<file path="src/rtl/alu_pkg.sv">
// alu_pkg: opcode and state encodings shared by the serial ALU
package alu_pkg;
  localparam logic [2:0] OP_ADD = 3'b000;
  localparam logic [2:0] OP_SUB = 3'b001;
  localparam logic [2:0] OP_AND = 3'b010;
  localparam logic [2:0] OP_OR  = 3'b011;
  localparam logic [2:0] OP_XOR = 3'b100;
  typedef enum logic [1:0] {S_IDLE, S_RUN, S_DONE} state_e;
  function automatic logic is_arith(input logic [2:0] op);
    return op == OP_ADD || op == OP_SUB;
  endfunction
endpackage

</file>
<file path="src/rtl/alu_serial_if.sv">
// alu_serial_if: operand-side and result-side valid/ready bundle
interface alu_serial_if #(parameter int WIDTH = 16);
  logic             in_valid;
  logic             in_ready;
  logic [WIDTH-1:0] a;
  logic [WIDTH-1:0] b;
  logic             cin;
  logic [2:0]       op;
  logic             out_valid;
  logic             out_ready;
  logic [WIDTH-1:0] result;
  logic             carry;
  logic             ovf;
  logic             zero;
  logic             neg;
  modport master (
    output in_valid, a, b, cin, op, out_ready,
    input  in_ready, out_valid, result, carry, ovf, zero, neg
  );
  modport slave (
    input  in_valid, a, b, cin, op, out_ready,
    output in_ready, out_valid, result, carry, ovf, zero, neg
  );
endinterface

</file>
<file path="src/rtl/alu_slice.sv">
// alu_slice: combinational DIGIT-bit ALU step; SUB arrives with b pre-inverted so it adds
module alu_slice import alu_pkg::*; #(
  parameter int DIGIT = 4
) (
  input  logic [DIGIT-1:0] a,
  input  logic [DIGIT-1:0] b,
  input  logic             cin,
  input  logic [2:0]       op,
  output logic [DIGIT-1:0] res,
  output logic             cout,
  output logic             c_msb
);
  logic [DIGIT:0] sum;
  logic           arith;
  assign sum   = {1'b0, a} + {1'b0, b} + {{DIGIT{1'b0}}, cin};
  assign arith = is_arith(op);
  assign res   = arith ? sum[DIGIT-1:0] : op == OP_AND ? a & b : op == OP_OR ? a | b :
                 op == OP_XOR ? a ^ b : '0;
  assign cout  = arith & sum[DIGIT];
  assign c_msb = arith & (sum[DIGIT-1] ^ a[DIGIT-1] ^ b[DIGIT-1]);
endmodule

</file>
<file path="src/rtl/alu_serial.sv">
// alu_serial: digit-serial ALU, WIDTH/DIGIT cycles per op, flags latched on the last digit
module alu_serial import alu_pkg::*; #(
  parameter int WIDTH = 16,
  parameter int DIGIT = 4
) (
  input logic         clk,
  input logic         rst_n,
  alu_serial_if.slave bus
);
  localparam int NDIG = WIDTH / DIGIT;
  localparam int CW = NDIG > 1 ? $clog2(NDIG) : 1;
  state_e           state, state_nx;
  logic [CW-1:0]    cnt;
  logic [WIDTH-1:0] a_sr, b_sr, res_r, res_nx;
  logic [2:0]       op_r;
  logic             c_r, carry_r, ovf_r, zero_r, neg_r;
  logic [DIGIT-1:0] s_res;
  logic             s_cout, s_cmsb, accept, last;
  assign bus.in_ready  = state == S_IDLE || (state == S_DONE && bus.out_ready);
  assign bus.out_valid = state == S_DONE;
  assign bus.result    = res_r;
  assign bus.carry     = carry_r;
  assign bus.ovf       = ovf_r;
  assign bus.zero      = zero_r;
  assign bus.neg       = neg_r;
  assign accept = bus.in_valid && bus.in_ready;
  assign last   = state == S_RUN && cnt == CW'(NDIG - 1);
  assign res_nx = (res_r >> DIGIT) | (WIDTH'(s_res) << (WIDTH - DIGIT));
  alu_slice #(.DIGIT(DIGIT)) u_slice (
    .a(a_sr[DIGIT-1:0]), .b(b_sr[DIGIT-1:0]), .cin(c_r), .op(op_r),
    .res(s_res), .cout(s_cout), .c_msb(s_cmsb)
  );
  // state register
  always_ff @(posedge clk or negedge rst_n)
    if (!rst_n) state <= S_IDLE;
    else state <= state_nx;
  // next state: a DONE handoff with a same-cycle accept skips IDLE
  always_comb begin
    state_nx = accept ? S_RUN : state == S_RUN ? (last ? S_DONE : S_RUN) :
               (state == S_DONE && bus.out_ready) ? S_IDLE : state;
  end
  // operand capture, digit shifting and flag latch
  always_ff @(posedge clk or negedge rst_n)
    if (!rst_n) begin
      cnt <= '0;
      a_sr <= '0;
      b_sr <= '0;
      res_r <= '0;
      op_r <= '0;
      c_r <= 1'b0;
      carry_r <= 1'b0;
      ovf_r <= 1'b0;
      zero_r <= 1'b0;
      neg_r <= 1'b0;
    end else if (accept) begin
      a_sr <= bus.a;
      b_sr <= bus.op == OP_SUB ? ~bus.b : bus.b;
      op_r <= bus.op;
      c_r <= bus.op == OP_ADD ? bus.cin : bus.op == OP_SUB;
      cnt <= '0;
    end else if (state == S_RUN) begin
      a_sr <= a_sr >> DIGIT;
      b_sr <= b_sr >> DIGIT;
      res_r <= res_nx;
      c_r <= s_cout;
      cnt <= cnt + CW'(1);
      if (last) begin
        carry_r <= s_cout;
        ovf_r <= s_cout ^ s_cmsb;
        zero_r <= res_nx == '0;
        neg_r <= res_nx[WIDTH-1];
      end
    end
endmodule

</file>
<file path="src/flat_wrapper.sv">
// flat-port wrapper written by rule: the top's interface ports become plain ports
module alu_serial_flat import alu_pkg::*;
#(
  parameter int WIDTH = 16,
  parameter int DIGIT = 4
)
  (clk, rst_n, bus_in_valid, bus_a, bus_b, bus_cin, bus_op, bus_out_ready, bus_in_ready, bus_out_valid, bus_result, bus_carry, bus_ovf, bus_zero, bus_neg);
  alu_serial_if #(.WIDTH(WIDTH)) bus_i ();
  input logic clk;
  input logic rst_n;
  input wire logic [$bits(bus_i.in_valid)-1:0] bus_in_valid;
  input wire logic [$bits(bus_i.a)-1:0] bus_a;
  input wire logic [$bits(bus_i.b)-1:0] bus_b;
  input wire logic [$bits(bus_i.cin)-1:0] bus_cin;
  input wire logic [$bits(bus_i.op)-1:0] bus_op;
  input wire logic [$bits(bus_i.out_ready)-1:0] bus_out_ready;
  output wire logic [$bits(bus_i.in_ready)-1:0] bus_in_ready;
  output wire logic [$bits(bus_i.out_valid)-1:0] bus_out_valid;
  output wire logic [$bits(bus_i.result)-1:0] bus_result;
  output wire logic [$bits(bus_i.carry)-1:0] bus_carry;
  output wire logic [$bits(bus_i.ovf)-1:0] bus_ovf;
  output wire logic [$bits(bus_i.zero)-1:0] bus_zero;
  output wire logic [$bits(bus_i.neg)-1:0] bus_neg;
  assign bus_i.in_valid = bus_in_valid;
  assign bus_i.a = bus_a;
  assign bus_i.b = bus_b;
  assign bus_i.cin = bus_cin;
  assign bus_i.op = bus_op;
  assign bus_i.out_ready = bus_out_ready;
  assign bus_in_ready = bus_i.in_ready;
  assign bus_out_valid = bus_i.out_valid;
  assign bus_result = bus_i.result;
  assign bus_carry = bus_i.carry;
  assign bus_ovf = bus_i.ovf;
  assign bus_zero = bus_i.zero;
  assign bus_neg = bus_i.neg;
  alu_serial #(.WIDTH(WIDTH), .DIGIT(DIGIT)) u_core (.clk(clk), .rst_n(rst_n), .bus(bus_i));
endmodule
</file>
<file path="config.mk">
export PLATFORM = sky130hd
export DESIGN_NAME = alu_serial_flat
export DESIGN_NICKNAME = d
export VERILOG_FILES = /design/src/rtl/alu_pkg.sv /design/src/rtl/alu_serial_if.sv /design/src/rtl/alu_slice.sv /design/src/rtl/alu_serial.sv /design/src/flat_wrapper.sv
export SDC_FILE = /design/constraint.sdc
export NUM_CORES = 1
export LEC_CHECK = 0
export ABC_AREA = 1
export BUFFER_PORTS_ARGS = -buffer_cell sky130_fd_sc_hd__buf_2
export CORE_MARGIN = 5
export CORE_UTILIZATION = 55
export CTS_CLUSTER_DIAMETER = 80
export DETAILED_ROUTE_END_ITERATION = 16
export HOLD_SLACK_MARGIN = 0.12
export PLACE_DENSITY = 0.75
export SLEW_MARGIN = 40
export SYNTH_ARGS = -nofsm -noshare
export SYNTH_HDL_FRONTEND = slang
export SYNTH_SLANG_ARGS = --single-unit
</file>
<file path="constraint.sdc">
create_clock -name clk -period 2.1 [get_ports clk]
set_input_delay 0.315 -clock clk [delete_from_list [all_inputs] [get_ports clk]]
set_output_delay 0.315 -clock clk [all_outputs]
set_load 0.01 [all_outputs]
</file>
After elaboration in Yosys (flattened, before gate mapping):

Index checks and enable logic that the tools add are counted.

* flip-flop bits (word level): 60
* input port bits: 40
* word-level logic and storage cells: 64

* add/sub/neg operators: 3
* equal/unequal tests: 8
* muxes and demuxes: 18
* bitwise operators: 11
* reductions and logical operators: 13

Operators by type and width (count)
* 16-bit 2-to-1 mux: 5
* 16-bit zero test: 1
* 4-bit 2-to-1 mux: 4
* 16-bit inverter: 1
* 12-bit by 16-bit bitwise OR with 16-bit output: 1
* 2-bit 2-to-1 mux: 6
* 3-bit by 1-bit == test with 1-bit output, second input constant: 2
* 3-bit by 2-bit == test with 1-bit output, second input constant: 2
* 3-bit zero test: 2
* 4-bit by 4-bit adder with 5-bit output: 1
* 5-bit by 1-bit adder with 5-bit output: 1
* 4-bit bitwise AND: 1
* 2-bit == test, second input constant: 2
* 4-bit bitwise OR: 1
* 4-bit XOR: 1
* 3-bit == test, second input constant: 1
* 1-bit logical AND: 3
* 1-bit 2-to-1 mux: 3
* 3-bit AND reduction: 1
* 3-bit nonzero test: 1
* 1-bit XOR: 3
* 2-bit by 1-bit adder with 2-bit output, second input constant: 1
* 1-bit bitwise AND: 2
* 2-bit by 1-bit == test with 1-bit output, second input constant: 1
* other kinds (5): 6

Depth between registers and ports, before layout:

Gate-level depths: netlist of the first run.

* depth in word-level cells: 7
* mapped depth: 10
* depth with buffers taken out: 10

Hierarchy:

A second synthesis of the first run with hierarchy kept.

* cells, all modules: 437
* area, all modules: 3348.2 µm²

Modules (own cells, without submodules)
* alu_serial: times used 1, cells each 367, area an instance 2915.3 µm², sequential area each 1501.4 µm²
* alu_slice: times used 1, cells each 70, area an instance 432.9 µm², sequential area each 0.0 µm²

Least setup slack after synthesis of the first run:

Ideal clock, no wire load.

* path kind: reg2reg
* start point: register u_core.c_r
* end point: register u_core.ovf_r (netlist: u_core.bus.ovf)
* data arrival time: 1725 ps
* setup slack: 253 ps
* stages on the path, launching flop included: 9
* cell sequence: dfrtp_1 > fa_1 > fa_1 > nand3_1 > nand2_1 > nand2_1 > nand2_1 > nor2_1 > o21ai_1

* cells in the longest elaborated chain, start to end: 5
* elaborated cells between the ends (all ways): 6
* those cells by class: 1 x add/sub; 5 x bitwise

RTL lines
* start: declaration: RTL line alu_serial.sv:16 `logic c_r, carry_r, ovf_r, zero_r, neg_r;`
* start signal: assignment: RTL line alu_serial.sv:65 `c_r <= s_cout;`
* 5-bit by 1-bit adder with 5-bit output *: RTL line alu_slice.sv:15 `assign sum = {1'b0, a} + {1'b0, b} + {{DIGIT{1'b0}}, cin};`
* 1-bit XOR (2 in a row): RTL line alu_slice.sv:20 `assign c_msb = arith & (sum[DIGIT-1] ^ a[DIGIT-1] ^ b[DIGIT-1]);`
* 1-bit bitwise AND: RTL line alu_slice.sv:20
* 1-bit XOR *: RTL line alu_serial.sv:69 `ovf_r <= s_cout ^ s_cmsb;`
* end signal: assignment: RTL line alu_serial.sv:69
* end: declaration: RTL line alu_serial.sv:16

Mark *: on every way between the ends. The rest lies on a longest branch, timed or not.
A chain may end at the register's enable or synchronous reset.

Worst setup path in the final report of the first run:

Same ends and word-level chain as after synthesis.

==> impl_metrics.csv, run 1 <==
group,metric,value,unit
placement,io_buffers,61,
timing,finalHoldViolCount,0,
timing,worst_slew_pin_slew,0.575,ns
power_and_ir_drop,p_per_area,609,nW/um2
drt,vias,2661,
placement,placed_cell_area,3470,um2
grt,grt_max_degree,30,
yosys,synthCells,389,
clock_network,clkTransAtPathRegs,0.07,ns
flow_run,drv_cap,0,
timing,worst_slack,0.175,ns
yosys,ys_ff_latch,60,
setup_path,crit_path_max_incr_delay,0.49,ns
setup_path,cp-end-kind,"register",
setup_path,path_max_fanout,3,
setup_path,crit_top_cell,"nand2_1",
clock_network,h-tree-depth,3,
drt,route.detailed.drc,0,
drt,drt_first_pass_iters,4,
setup_path,crit_type,"register to register",
timing,max_slew_margin,0.617,
clock_network,post-cts-setup-buffers,0,
grt,grt_pass1_vias,2532,
timing,setup_viol,0,
timing,post-route-period-util,0.916,
final_layout,nNetsFinal,490,
final_layout,insertedDiodeCount,0,
clock_network,cts_tree,"yes",
drt,wl,6730,um
timing,fmax,0.520,GHz
yosys,synthTopCellsByArea,"dfrtp_1, nand2_1, inv_1",
yosys,netlist_area,3250,um2
clock_network,numCtsBuffers,9,
die,rows,28,
clock_network,cts.path.max_buffers,2,
status,status,"finished, final reports clean",
yosys,yosysWarnings,0,
power_and_ir_drop,leakage,1.85,nW
timing,setup-tns-final,0,ns
die,die-area,7540,um2
grt,grtUsageTotal,0.194,
power_and_ir_drop,ir_drop,0.340,mV
grt,grt_overflow_total,0,
die,pin_count,62,
placement,place_ws,0.154,ns
final_layout,drive_above_1_share,0.223,
power_and_ir_drop,total_power,2.23,mW
timing,rsz0062_at_grt,"no",
setup_path,start_kind,"register",
drt,vias_per_cell,5.14,
die,start_util,0.558,
grt,grt_pass1_wl,11500,um
setup_path,crit_chain,"fa_1 > fa_2 > nand3_1 > nand2_1 > nand2_1 > nand2_1 > nand2_1 > nand2_1 > o21ai_1",
timing,timing.hold.ws,0.188,ns
drt,drt_iter0_markers,126,
yosys,seq_area_frac_synth,0.463,
die,chipHeight,86.8,um
placement,finalWeightedCongestion,0.855,
final_layout,syn2layout_area_growth,13.0,%
final_layout,fin_area,3670,um2
setup_path,crit_arrival,2.19,ns
placement,dp_hpwl,4880,um
die,die_w,86.8,um
clock_network,worstSkewPairLatency,0.33,ns
min_path,hp-class,"primary input to register",
yosys,syn_avg_cell_area,8.34,um2
yosys,synth_cell_types,31,
yosys,synth_top_area_share,0.463,
yosys,yosysTopAreaCell,"dfrtp_1",
timing,maxSlewViolCount,0,
timing,min_period,1.92,ns
setup_path,cp.required,2.36,ns
clock_network,cts_sinks,60,
setup_path,r2r_slack,0.18,ns
setup_path,slowest_stage,"fa_1",
clock_network,clockRootBuffer,"clkbuf_8",
grt,grt_antenna_before_repair,0,
drt,ant_nets,0,
drt,wire_per_inst,13.0,um
timing,skew,0.00698,ns
yosys,synth.net_count,440,
die,fp.coreArea,5820,um2
[what timing repair did]
item,in CTS,in global routing
hold endpoints to repair,22,0
endpoints found under the setup margin,0,2
gates resized for setup,0,1
hold buffers,1,0
[power breakdown]
part           total [mW]  switching (mW)  internal, mW
Combinational      0.0872          0.0506        0.0366
Sequential           1.16               0          1.16
Clock               0.989           0.452         0.537
[final cells by class]
type | instances | area [um2]
Clock buffer | 10 | 128
Clock inverter | 5 | 53.8
Fill cell | 545 | 2150
Inverter | 51 | 191
Multi-Input combinational cell | 252 | 1360
Sequential cell | 60 | 1500
Tap cell | 75 | 93.8
Timing Repair Buffer | 65 | 338
[metal layers]
metal  global-route usage  up-vias  routed length [um]
met5                    0        -                   0
met4               0.0637        0                  85
met3               0.0447        9                 352
met2                0.313       66                3340
met1                0.257     1237                2950
li1                     -     1349                   -
[flip-flops by register name, summed over array words and instances, names as in the netlist]
register and cells:
u_core.a_sr 16, u_core.b_sr 16, u_core.bus.carry 1, u_core.bus.neg 1
u_core.bus.ovf 1, u_core.bus.result 16, u_core.bus.zero 1, u_core.c_r 1
u_core.cnt 2, u_core.op_r 3, u_core.state 2
[per-stage QoR]
step | utilization | cells
after floorplan | - | 389
after global placement | 0.597 | 502
after detailed placement | 0.597 | 502
after CTS | 0.630 | 518
after global routing | 0.630 | 518
final | 0.630 | 518
[cells in the mapped netlist]
library cell / instances
nor3_1: 1
nand4_1: 2
buf_2: 6
ha_1: 9
nand2_1: 115
xor2_1: 1
dfrtp_1: 60
o211ai_1: 7
nor2_4: 1
inv_2: 6
xnor2_1: 5
nor2_2: 1
o21ai_0: 28
a31oi_1: 4
a21oi_1: 12
o21ai_1: 5
o211ai_2: 4
fa_1: 2
nor2_1: 18
o221ai_2: 1
buf_4: 14
buf_6: 5
o21ai_2: 2
o221ai_1: 9
inv_1: 45
nand2_8: 1
nand2_2: 3
nand3_1: 19
clkbuf_1: 1
nand2_4: 1
a22o_1: 1
[path summary, 6_finish.rpt]
| path | startpoint | endpoint | cells past startpoint |
|---|---|---|---|
| setup reg to reg | u_core.c_r | u_core.bus.ovf | 9 |
| setup / recovery | u_core.c_r | u_core.bus.ovf | 9 |
| hold reg to reg | u_core.b_sr[13] | u_core.b_sr[13] | 2 |
| max in group asynchronous | rst_n | u_core.bus.result[12] | 3 |
| hold / removal | bus_a[3] | u_core.a_sr[3] | 3 |
| min in group asynchronous | rst_n | u_core.a_sr[7] | 2 |
[cells by family (layout without fill, tap and decap cells)]
family,after synthesis,count (layout),share of synthesized area
XOR/XNOR,6,6,0.0162
buffers and inverters,77,131,0.119
AND/OR/NAND/NOR,162,162,0.209
flip-flops,60,60,0.463
adder cells (fa/ha/maj),11,11,0.0470
AO/OA/AOI/OAI,73,73,0.146
[worst max-delay path, delay by kind of cell (launching register included)]
kind / cells / cell delay, ns
adder cells (fa/ha/maj): 2 / 0.92
AND/OR/NAND/NOR: 6 / 0.43
flip-flops: 1 / 0.40
AO/OA/AOI/OAI: 1 / 0.11
[cell usage in the layout, fill, tap and decap left out, drive strengths merged, types with 4 or more instances in the layout]
cell type / n
o211ai: 11
a31oi: 4
xnor2: 5
clkbuf: 10
buf: 64
nand2: 120
o21ai: 35
a21oi: 12
clkinv: 4
ha: 9
o221ai: 10
nand3: 19
dfrtp: 60
inv: 51
nor2: 20
(Power assumes the default switching activity.)
==> run 2: changes to the inputs <==
--- a/config.mk
+++ b/config.mk
@@ -8,11 +8,11 @@
 export ABC_AREA = 1
 export BUFFER_PORTS_ARGS = -buffer_cell sky130_fd_sc_hd__buf_2
 export CORE_MARGIN = 5
-export CORE_UTILIZATION = 55
+export CORE_UTILIZATION = 35
 export CTS_CLUSTER_DIAMETER = 80
 export DETAILED_ROUTE_END_ITERATION = 16
 export HOLD_SLACK_MARGIN = 0.12
-export PLACE_DENSITY = 0.75
+export PLACE_DENSITY = 0.51
 export SLEW_MARGIN = 40
 export SYNTH_ARGS = -nofsm -noshare
 export SYNTH_HDL_FRONTEND = slang
==> run 2 against run 1 <==
Effect of this change: fmax up 0.70%; register-to-register slack about the same; power up 13%; first-iteration DRC count down 24%; utilization down 22 points.
==> impl_metrics.csv, run 2 (synthesized netlist as in run 1, its figures left out) <==
group,metric,value,unit
status,status,"finished, final reports clean",
final_layout,insertedDiodeCount,0,
final_layout,fillers,941,
final_layout,multi_input_area,1360,um2
setup_path,worstRegToRegCells,9,
setup_path,path_max_fanout,3,
setup_path,crit_top_cell,"nand2_1",
timing,finalHoldViolCount,0,
die,die_w,106,um
drt,ant_nets,0,
power_and_ir_drop,leakage,1.88,nW
die,fp.coreArea,9150,um2
setup_path,crit_type,"register to register",
clock_network,cts_sinks,60,
timing,worst_slew_pin_slew,0.550,ns
min_path,min-delay-start,"bus_a[7]",
clock_network,numCtsBuffers,9,
grt,grt_pass1_vias,2623,
die,die-area,11300,um2
power_and_ir_drop,ir_drop,0.252,mV
power_and_ir_drop,p_per_area,665,nW/um2
setup_path,crit_chain,"fa_1 > fa_2 > nand3_1 > nand2_1 > nand2_1 > nand2_1 > nand2_1 > nand2_1 > o21ai_1",
timing,fmax,0.523,GHz
final_layout,drive_above_1_share,0.227,
timing,rsz0062_at_grt,"no",
power_and_ir_drop,total_power,2.52,mW
final_layout,regArea,1500,um2
setup_path,crit_arrival,2.19,ns
placement,placed_cell_area,3540,um2
drt,route.detailed.drc,0,
final_layout,fin_util,0.414,
timing,timing.hold.ws,0.186,ns
grt,grt_pass1_wl,12300,um
die,start_util,0.355,
setup_path,cp-end-kind,"register",
drt,drt_iter0_markers,96,
final_layout,fin_area,3790,um2
min_path,hold_depth,3,
min_path,hp-class,"primary input to register",
flow_run,drv_cap,0,
setup_path,cp.required,2.38,ns
timing,setup_viol,0,
clock_network,post-cts-setup-buffers,0,
die,rows,35,
timing,skew,0.00932,ns
timing,setup-tns-final,0,ns
setup_path,start_kind,"register",
timing,maxSlewViolCount,0,
grt,grt_antenna_before_repair,0,
setup_path,crit_path_max_incr_delay,0.49,ns
final_layout,syn2layout_area_growth,16.7,%
placement,dp_hpwl,5230,um
final_layout,layout_commonest_cell,"nand2_1",
clock_network,cts.path.max_buffers,2,
timing,max_slew_margin,0.633,
final_layout,nNetsFinal,491,
setup_path,worstReg2RegStart,"u_core.c_r",
final_layout,layout_common_cells,"nand2_1, buf_2, dfrtp_1",
clock_network,clkTransAtPathRegs,0.07,ns
drt,drt_first_pass_iters,7,
timing,min_period,1.91,ns
placement,finalWeightedCongestion,0.781,
min_path,hold-path-endpoint,"u_core.a_sr[7]",
clock_network,cts_tree,"yes",
grt,grtUsageTotal,0.138,
clock_network,clockRootBuffer,"clkbuf_8",
die,chipHeight,106,um
placement,io_buffers,61,
grt,grt_max_degree,40,
drt,vias,2624,
grt,grt_overflow_total,0,
clock_network,worstSkewPairLatency,0.34,ns
setup_path,r2r_slack,0.19,ns
drt,vias_per_cell,4.72,
die,pin_count,62,
setup_path,reg2reg_to,"u_core.bus.ovf",
drt,wire_per_inst,13.1,um
setup_path,slowest_stage,"fa_1",
drt,wl,7260,um
clock_network,h-tree-depth,3,
timing,post-route-period-util,0.910,
==> run 2: changes by cell type in the layout (fill, tap and decap cells not counted), sizes merged <==
| cell | change |
|---|---|
| clkinv | -3 |
| clkinvlp | +1 |
| inv | +1 |
| bufinv | +2 |
| buf | +1 |
==> run 2: worst max-delay path: cells and delay by family (launching register included) <==
| family | cells | cell delay, ns |
|---|---|---|
| simple gates | 6 | 0.43 |
| fa+ha+maj | 2 | 0.92 |
| compound gates | 1 | 0.10 |
| flops | 1 | 0.40 |
==> run 2: report_power, final <==
part           switching, mW  total, mW  internal, mW
clock                  0.482       1.27         0.791
combinational         0.0522     0.0911        0.0390
sequential                 0       1.16          1.16
total                  0.534       2.52          1.98
==> run 2: worst max-delay path by stage <==
stage	from	to	slack, ns	cells past startpoint
final	u_core.c_r	u_core.bus.ovf	0.19	9
after global routing	u_core.c_r	u_core.bus.result[14]	0.02	8
after CTS	u_core.c_r	u_core.bus.ovf	0.13	9
after detailed placement	u_core.c_r	u_core.bus.ovf	0.14	9
after global placement	u_core.c_r	u_core.bus.ovf	0.17	9
after floorplan	u_core.c_r	u_core.bus.ovf	0.25	8
==> run 2: metal layers <==
| layer | track usage | vias to the layer above | share of wire |
|---|---|---|---|
| li1 | - | 1346 | - |
| met1 | 0.175 | 1225 | 0.46 |
| met2 | 0.220 | 42 | 0.48 |
| met3 | 0.0340 | 11 | 0.040 |
| met4 | 0.0666 | 0 | 0.020 |
| met5 | 0 | - | 0 |
==> run 2: timing repair <==
action | 4_1_cts | 5_1_grt
gates resized for setup | 0 | 1
endpoints found under the setup margin | 0 | 3
hold endpoints to repair | 21 | 0
hold buffers | 1 | 0
==> run 2: through the flow <==
step | worst slack (ns) | instances
6_report | 0.189 | 556
2_1_floorplan | 0.253 | 389
5_1_grt | 0.0200 | 556
3_5_place_dp | 0.141 | 539
4_1_cts | 0.128 | 556
3_3_place_gp | 0.166 | 539
==> run 2: area by class of cell <==
class / instances / share of cell area
multi-input combinational: 252 / 0.359
inverter: 51 / 0.0505
clock inverter: 6 / 0.0294
clock buffer: 10 / 0.0337
timing repair buffer: 66 / 0.0945
sequential: 60 / 0.396
tap: 111 / 0.0367
==> run 3: changes to the inputs <==
--- a/config.mk
+++ b/config.mk
@@ -12,7 +12,7 @@
 export CTS_CLUSTER_DIAMETER = 80
 export DETAILED_ROUTE_END_ITERATION = 16
 export HOLD_SLACK_MARGIN = 0.12
-export PLACE_DENSITY = 0.51
+export PLACE_DENSITY = 0.67
 export SLEW_MARGIN = 40
 export SYNTH_ARGS = -nofsm -noshare
 export SYNTH_HDL_FRONTEND = slang
==> run 3 against run 2 <==
Effect of this change: sequential cell count did not move; register-to-register slack barely moved; global-route usage fell by 0.52 points; sequential share of layout area rose by 0.60 points; critical path depth fell by 1; cell area fell by 1.5%; clock power fell by 16%; combinational power fell by 4.1%; power fell by 8.1%; via count fell by 0.53%; non-clock buffer count fell by 1; hold slack improved by 0.011 ns; largest power group is now sequential cells.
==> impl_metrics.csv, run 3 (synthesized netlist as in run 1, its figures left out) <==
group,metric,value,unit
clock_network,worstSkewPairLatency,0.33,ns
clock_network,post-cts-setup-buffers,0,
final_layout,drive_above_1_share,0.221,
die,die-area,11300,um2
final_layout,insertedDiodeCount,0,
setup_path,path_max_fanout,3,
final_layout,fillers,962,
timing,rsz0062_at_grt,"no",
placement,dp_cells,538,
clock_network,numCtsBuffers,9,
final_layout,layout_commonest_cell,"nand2_1",
grt,grt_pass1_vias,2622,
clock_network,cts_tree,"yes",
drt,vias_per_cell,4.71,
grt,grt_overflow_total,0,
setup_path,r2r_slack,0.20,ns
power_and_ir_drop,leakage,1.85,nW
setup_path,reg2reg_to,"u_core.bus.ovf",
power_and_ir_drop,ir_drop,0.324,mV
clock_network,cts.path.max_buffers,2,
drt,route.detailed.drc,0,
die,fp.coreArea,9150,um2
flow_run,drv_cap,0,
drt,wire_per_inst,13.0,um
final_layout,fin_util,0.408,
final_layout,nNetsFinal,490,
setup_path,crit_type,"register to register",
setup_path,crit_arrival,2.12,ns
clock_network,h-tree-depth,3,
grt,grtUsageTotal,0.133,
setup_path,worstReg2RegStart,"u_core.c_r",
final_layout,final_cells,554,
timing,finalHoldViolCount,0,
setup_path,worstRegToRegCells,8,
min_path,hold_depth,3,
timing,max_slew_margin,0.680,
grt,grt_max_degree,30,
die,rows,35,
setup_path,cp.required,2.32,ns
power_and_ir_drop,swShare,0.208,
die,die_w,106,um
setup_path,start_kind,"register",
drt,drt_first_pass_iters,4,
placement,io_buffers,61,
drt,drt_iter0_markers,67,
timing,worst_slack,0.204,ns
setup_path,cp-end-kind,"register",
timing,timing.hold.ws,0.197,ns
clock_network,cts_sinks,60,
placement,finalWeightedCongestion,0.825,
power_and_ir_drop,pwr-share-comb,0.038,
grt,grt_pass1_wl,12100,um
power_and_ir_drop,p_per_area,620,nW/um2
grt,grt_antenna_before_repair,0,
timing,min_period,1.90,ns
die,chipHeight,106,um
power_and_ir_drop,seq_power_share,0.499,
drt,vias,2610,
final_layout,syn2layout_area_growth,15.0,%
die,pin_count,62,
timing,fmax,0.527,GHz
min_path,hp-class,"primary input to register",
drt,wl,7180,um
drt,ant_nets,0,
timing,skew,0.00495,ns
min_path,hold-path-endpoint,"u_core.a_sr[3]",
timing,setup_viol,0,
clock_network,clockRootBuffer,"clkbuf_8",
setup_path,cp-startpoint,"u_core.c_r",
min_path,min-delay-start,"bus_a[3]",
final_layout,layout_common_cells,"nand2_1, buf_2, dfrtp_1",
power_and_ir_drop,netSwitchingPower,482,uW
timing,post-route-period-util,0.903,
timing,setup-tns-final,0,ns
timing,maxSlewViolCount,0,
timing,worst_slew_pin_slew,0.480,ns
status,status,"finished, final reports clean",
clock_network,clkTransAtPathRegs,0.06,ns
placement,dp_hpwl,5290,um
power_and_ir_drop,p_int,1.83,mW
power_and_ir_drop,power_frac_clock,0.463,
placement,place_ws,0.141,ns
die,start_util,0.355,
## run 3: power by group through the flow
stage	Sequential, mW	Clock (mW)	Combinational (mW)
global placement	1.18	0	0.0878
floorplan	1.18	0	0.0184
global route	1.15	1.15	0.0999
finish	1.16	1.07	0.0874
detailed placement	1.18	0	0.0888
CTS	1.16	1.11	0.0903
## run 3: through the flow
stage,cell area (um2),total power [mW]
after floorplan,3250,1.20
after global placement,3520,1.27
after detailed placement,3520,1.27
after CTS,3730,2.35
after global routing,3730,2.41
final,3730,2.32
## run 3: final cells by class
type	count	area, um2	share of cell area
sequential	60	1500	0.402
inverter	51	191	0.0513
tap	111	139	0.0372
timing repair buffer	65	338	0.0905
multi-input combinational	252	1360	0.364
clock inverter	1	30.0	0.00805
clock buffer	14	173	0.0463
## run 3: worst max-delay path by stage
stage / end / cells after the start / slack [ns]
finish: u_core.bus.ovf / 8 / 0.20
global placement: u_core.bus.ovf / 9 / 0.17
CTS: u_core.bus.zero / 9 / 0.12
detailed placement: u_core.bus.zero / 9 / 0.14
global route: u_core.bus.zero / 9 / 0.07
floorplan: u_core.bus.ovf / 8 / 0.25
## run 3: worst max-delay path: stages, from the launching register on
cell and delay (ns):
dfrtp_1 0.40, fa_1 0.48, fa_2 0.43, nand3_1 0.11, nand2_1 0.08, nand2_1 0.06, nand2_1 0.06, nor2_1 0.09
o21ai_1 0.07
## run 3: layer usage
metal / vias up / wire length, um / GRT usage
met1: 1224 / 3230 / 0.165
met3: 2 / 399 / 0.0522
met5: - / 0 / 0
met2: 48 / 3520 / 0.219
met4: 0 / 24 / 0.0287
li1: 1336 / - / -
## run 3: what timing repair did
item | CTS | global route
gates resized for setup | 0 | 1
endpoints found under the hold margin | 19 | 0
setup endpoints to repair | 0 | 1
hold buffers | 1 | 0
